[src/rtl/m_immediate_decode_stage.sv]
// Immediate extraction stage: decodes RV immediates at the input and
// registers them behind a 2-entry skid buffer with valid/ready handshakes.
module m_immediate_decode_stage #(
    parameter int XLEN  = 32,
    parameter int TAG_W = 32
) (
    input  logic             clk,
    input  logic             rst,
    input  logic             flush,
    input  logic             in_valid,
    output logic             in_ready,
    input  logic [2:0]       in_fmt,
    input  logic [31:0]      in_instr,
    input  logic [TAG_W-1:0] in_tag,
    output logic             out_valid,
    input  logic             out_ready,
    output logic [XLEN-1:0]  out_imm,
    output logic [TAG_W-1:0] out_tag,
    output logic             out_illegal
);

    localparam logic [2:0] F_I  = 3'd1;
    localparam logic [2:0] F_S  = 3'd2;
    localparam logic [2:0] F_B  = 3'd3;
    localparam logic [2:0] F_U  = 3'd4;
    localparam logic [2:0] F_J  = 3'd5;
    localparam logic [2:0] F_Z  = 3'd6;
    localparam logic [2:0] F_SH = 3'd7;
    localparam bit IS64 = (XLEN == 64);

    logic [31:0]      raw;
    logic             raw_sext;
    logic [XLEN-1:0]  dec_imm;
    logic             dec_ill;

    logic             m_valid_q, m_valid_d;
    logic             k_valid_q, k_valid_d;
    logic [XLEN-1:0]  m_imm_q, m_imm_d;
    logic [XLEN-1:0]  k_imm_q, k_imm_d;
    logic [TAG_W-1:0] m_tag_q, m_tag_d;
    logic [TAG_W-1:0] k_tag_q, k_tag_d;
    logic             m_ill_q, m_ill_d;
    logic             k_ill_q, k_ill_d;

    logic             in_xfer;
    logic             out_xfer;

    // opcode bits never contribute to any immediate
    logic unused_opcode;
    assign unused_opcode = ^in_instr[6:0];

    // Gather the immediate bits for the selected format into 32 bits
    always_comb begin
        raw      = '0;
        raw_sext = 1'b0;
        dec_ill  = 1'b0;
        unique case (in_fmt)
            F_I: begin
                raw      = {{20{in_instr[31]}}, in_instr[31:20]};
                raw_sext = 1'b1;
            end
            F_S: begin
                raw      = {{20{in_instr[31]}}, in_instr[31:25],
                            in_instr[11:7]};
                raw_sext = 1'b1;
            end
            F_B: begin
                raw      = {{19{in_instr[31]}}, in_instr[31], in_instr[7],
                            in_instr[30:25], in_instr[11:8], 1'b0};
                raw_sext = 1'b1;
            end
            F_U: begin
                raw      = {in_instr[31:12], 12'b0};
                raw_sext = 1'b1;
            end
            F_J: begin
                raw      = {{11{in_instr[31]}}, in_instr[31],
                            in_instr[19:12], in_instr[20],
                            in_instr[30:21], 1'b0};
                raw_sext = 1'b1;
            end
            F_Z: begin
                raw = {27'b0, in_instr[19:15]};
            end
            F_SH: begin
                if (IS64) begin
                    raw = {26'b0, in_instr[25:20]};
                end else begin
                    raw     = {27'b0, in_instr[24:20]};
                    dec_ill = in_instr[25];
                end
            end
            default: begin
                raw = '0;
            end
        endcase
    end

    // Widen to XLEN, replicating the sign only for signed formats
    always_comb begin
        if (raw_sext) begin
            dec_imm = XLEN'($signed(raw));
        end else begin
            dec_imm = XLEN'(raw);
        end
    end

    assign in_ready = !k_valid_q;
    assign in_xfer  = in_valid && !k_valid_q;
    assign out_xfer = m_valid_q && out_ready;

    // Skid-buffer steering: K refills M first, else new entries land in M or K
    always_comb begin
        m_valid_d = m_valid_q;
        k_valid_d = k_valid_q;
        m_imm_d   = m_imm_q;
        m_tag_d   = m_tag_q;
        m_ill_d   = m_ill_q;
        k_imm_d   = k_imm_q;
        k_tag_d   = k_tag_q;
        k_ill_d   = k_ill_q;
        if (flush) begin
            m_valid_d = 1'b0;
            k_valid_d = 1'b0;
        end else if (k_valid_q) begin
            if (out_xfer) begin
                m_valid_d = 1'b1;
                m_imm_d   = k_imm_q;
                m_tag_d   = k_tag_q;
                m_ill_d   = k_ill_q;
                k_valid_d = 1'b0;
            end
        end else if (in_xfer) begin
            if (!m_valid_q || out_xfer) begin
                m_valid_d = 1'b1;
                m_imm_d   = dec_imm;
                m_tag_d   = in_tag;
                m_ill_d   = dec_ill;
            end else begin
                k_valid_d = 1'b1;
                k_imm_d   = dec_imm;
                k_tag_d   = in_tag;
                k_ill_d   = dec_ill;
            end
        end else if (out_xfer) begin
            m_valid_d = 1'b0;
        end
    end

    // Valid bits: asynchronously cleared so entries vanish on reset at once
    always_ff @(posedge clk or posedge rst) begin
        if (rst) begin
            m_valid_q <= 1'b0;
            k_valid_q <= 1'b0;
        end else begin
            m_valid_q <= m_valid_d;
            k_valid_q <= k_valid_d;
        end
    end

    // Payload registers carry no reset; valid bits qualify them
    always_ff @(posedge clk) begin
        m_imm_q <= m_imm_d;
        m_tag_q <= m_tag_d;
        m_ill_q <= m_ill_d;
        k_imm_q <= k_imm_d;
        k_tag_q <= k_tag_d;
        k_ill_q <= k_ill_d;
    end

    assign out_valid   = m_valid_q;
    assign out_imm     = m_valid_q ? m_imm_q : '0;
    assign out_tag     = m_valid_q ? m_tag_q : '0;
    assign out_illegal = m_valid_q && m_ill_q;

endmodule

[config.mk]
export PLATFORM = sky130hd
export DESIGN_NAME = m_immediate_decode_stage
export DESIGN_NICKNAME = d
export VERILOG_FILES = /design/src/rtl/m_immediate_decode_stage.sv
export SDC_FILE = /design/constraint.sdc
export NUM_CORES = 1
export LEC_CHECK = 0
export BUFFER_PORTS_ARGS = -buffer_cell sky130_fd_sc_hd__clkbuf_2
export CAP_MARGIN = 20
export CORE_MARGIN = 2
export CORE_UTILIZATION = 36
export DETAILED_ROUTE_END_ITERATION = 6
export GPL_TIMING_DRIVEN = 0
export PLACE_DENSITY = 0.54
export SYNTH_ARGS = -nofsm -noshare
export SYNTH_HDL_FRONTEND = slang
export SYNTH_SLANG_ARGS = --single-unit
[constraint.sdc]
create_clock -name clk -period 8.9 [get_ports clk]
set_input_delay 0.89 -clock clk [delete_from_list [all_inputs] [get_ports clk]]
set_output_delay 0.89 -clock clk [all_outputs]
set_load 0.1 [all_outputs]
==> flow_summary.ini <==
[yosys]
synth_cell_type_count = 36
yosysWarningCount = 0
syn_area_per_cell_um2 = 15.6
syn_area_um2 = 5740
yosys_register_bits = 132
synth-edff-count = 130
async_reset_ff_frac = 0.0152
synthCells = 368
yosysSeqAreaShare = 0.688
syn-num-nets = 440
synth-main-ff-cell = edfxtp_1

[sta]
finalHoldViolCount = 0
worst_slack_ns = 5.89
rsz0062_at_grt = false
fin_skew_ns = 0.00616
slew_violations = 0
slew_headroom = 0.568
worst_pin_slew_ns = 0.646
period_share = 0.338
period_needed_ns = 3.01
setup_viol = 0
fmax_mhz = 333

[clock_network]
cts_resized = 0
cts-htree-levels = 4
cts.clk_slew.worst_paths_ns = 0.06
numCtsBuffers = 17
worstSkewPairLatency_ns = 0.41
cts_sinks = 132
cts_tree = done
cts-root-buf = clkbuf_16
cts_max_path_buffers = 2
cts_hold_repair.buffers = 0
cts_setup_buffers = 0

[drt]
wl_mm = 12.7
wl_met1_mm = 6.05
avgRoutedWirePerCell_um = 16.6
drtIter0Drc = 173
route.detailed.drc = 0
wl_met3_um = 933
highest_layer = met4
firstDrtPassIters = 4
ant_nets = 0
via_per_inst = 4.72
routed-wl-met2_mm = 5.59
vias = 3602

[global_route]
antenna_found_initial = 0
grt_max_degree = 17
grt_usage = 0.155
grt_first_pass_wirelength_mm = 19.6
grt_remaining_overflow = 0
grt_pass1_vias = 3613

[flow_run]
maxCapViolCount = 0

[pwr]
power.total_mw = 1.62
p_sw_frac = 0.278
internal_power_mw = 1.17
combPwrFrac = 0.162
ir_worst_vdd_uv = 127
switchingPower_mw = 0.449
powerDensity_nw_per_um2 = 219
seqPwrFrac = 0.446
clkPwrFrac = 0.392
p_leak_nw = 2.89

[min_path]
hold_class = in2async

[placed_design]
io_buffer_count = 130
pre_cts_slack_ns = 6.22
gp_congestion = 0.784
dp_hpwl_mm = 9.30

[floorplan]
core_um2 = 15700
num_io_pins = 139
die_h_um = 130
initial_core_util = 0.366
row_count = 46
die_x_um = 130
dieArea_um2 = 17000

[final_layout]
diodes = 0
post-route-util = 0.470
drive_gt1_frac = 0.463
final_cell_mix = clkbuf_2, edfxtp_1, and2_1
final_nets = 606
syn2layout_area_growth_pct = 28.6

[worst_setup_path]
critPathMaxFanout = 10
worst-endpoint-required_ns = 8.01
worst_setup_path_end_kind = output pin
crit_type = reg2out
startpoint_type = flip-flop
rr_worst_depth = 8
critPathArrivalTime_ns = 2.12

[status]
status = finished, final reports clean
-- metal layers --
metal  GRT usage  vias up
met5           0        -
met4      0.0462        0
met3      0.0496        6
met2       0.234      125
met1       0.215     1737
li1            -     1734
-- state kept, by name, summed over array words and instances (netlist names) --
signal and cells:
m_ill_q 1, k_ill_q 1, k_tag_q 32, m_imm_q 32, k_valid_q 1, m_tag_q 32, out_valid 1, k_imm_q 32
-- cells by family after synthesis --
logic type                Yosys count  share of synthesized area
xor gates and xnor gates            1                    0.00153
and+or+nand+nor                   107                      0.112
buffers and inverters              30                     0.0242
AOI/OAI and AO/OA                  37                     0.0527
DFF                               132                      0.688
muxes                              61                      0.121
-- stage by stage --
stage | cells | TNS (ns) | hold slack [ns] | area (um^2)
after floorplan | 368 | 0 | 0.498 | 5740
after global placement | 714 | -275.64 | 0.518 | 6660
after detailed placement | 731 | 0 | 0.529 | 6840
after CTS | 763 | 0 | 0.308 | 7380
after global routing | 763 | 0 | 0.320 | 7380
final | 763 | 0 | 0.332 | 7380
-- cells in the mapped netlist, drive strengths merged, types with 2 or more instances --
library cell  number  area (um^2)
edfxtp           130         3900
and2              65          407
mux2              60          687
clkbuf            15         56.3
a32o              12          120
buf               12         71.3
a31oi              8         50.1
nand2              8         30.0
nor2               8         30.0
o2bb2ai            8         70.1
and3               6         37.5
and3b              4         35.0
nand3              4         20.0
a21oi              3         15.0
inv                3         11.3
nand2b             3         18.8
dfrtp              2         50.1
nor2b              2         12.5
nor3b              2         15.0
or2                2         12.5
-- critical path: stages, from the launching register on --
cell and delay [ns]:
dfrtp_1 0.57, clkbuf_1 0.43, and2_1 0.24, clkbuf_2 0.47
-- power by group through the flow --
| stage | Clock, mW | Combinational, mW | Sequential, mW |
|---|---|---|---|
| 2_1_floorplan | 0 | 0.195 | 0.738 |
| 3_3_place_gp | 0 | 0.253 | 0.740 |
| 3_5_place_dp | 0 | 0.262 | 0.734 |
| 4_1_cts | 0.653 | 0.263 | 0.721 |
| 5_1_grt | 0.674 | 0.278 | 0.723 |
| 6_report | 0.633 | 0.261 | 0.721 |
-- final cells by class --
class | instances | area [um^2]
repair buffers | 147 | 816
clock inverters | 14 | 115
flip-flops and latches | 132 | 3950
clock buffers | 18 | 429
multi-input cells | 206 | 1660
plain buffers | 27 | 128
well taps | 216 | 270
fillers | 1445 | 8330
inverters | 3 | 11.3
-- worst paths after layout --
path                                   from     endpoint  slack [ns]
max in group asynchronous               rst    k_valid_q        8.45
worst min-delay path                    rst    out_valid        0.33
worst max register to register    k_valid_q  k_imm_q[16]        6.25
worst min register to register  k_tag_q[29]  m_tag_q[29]        0.54
min in group clk                k_tag_q[29]  m_tag_q[29]        0.54
worst max-delay path              out_valid  out_imm[22]        5.89
Note: power is estimated with default switching activity, not from simulation.
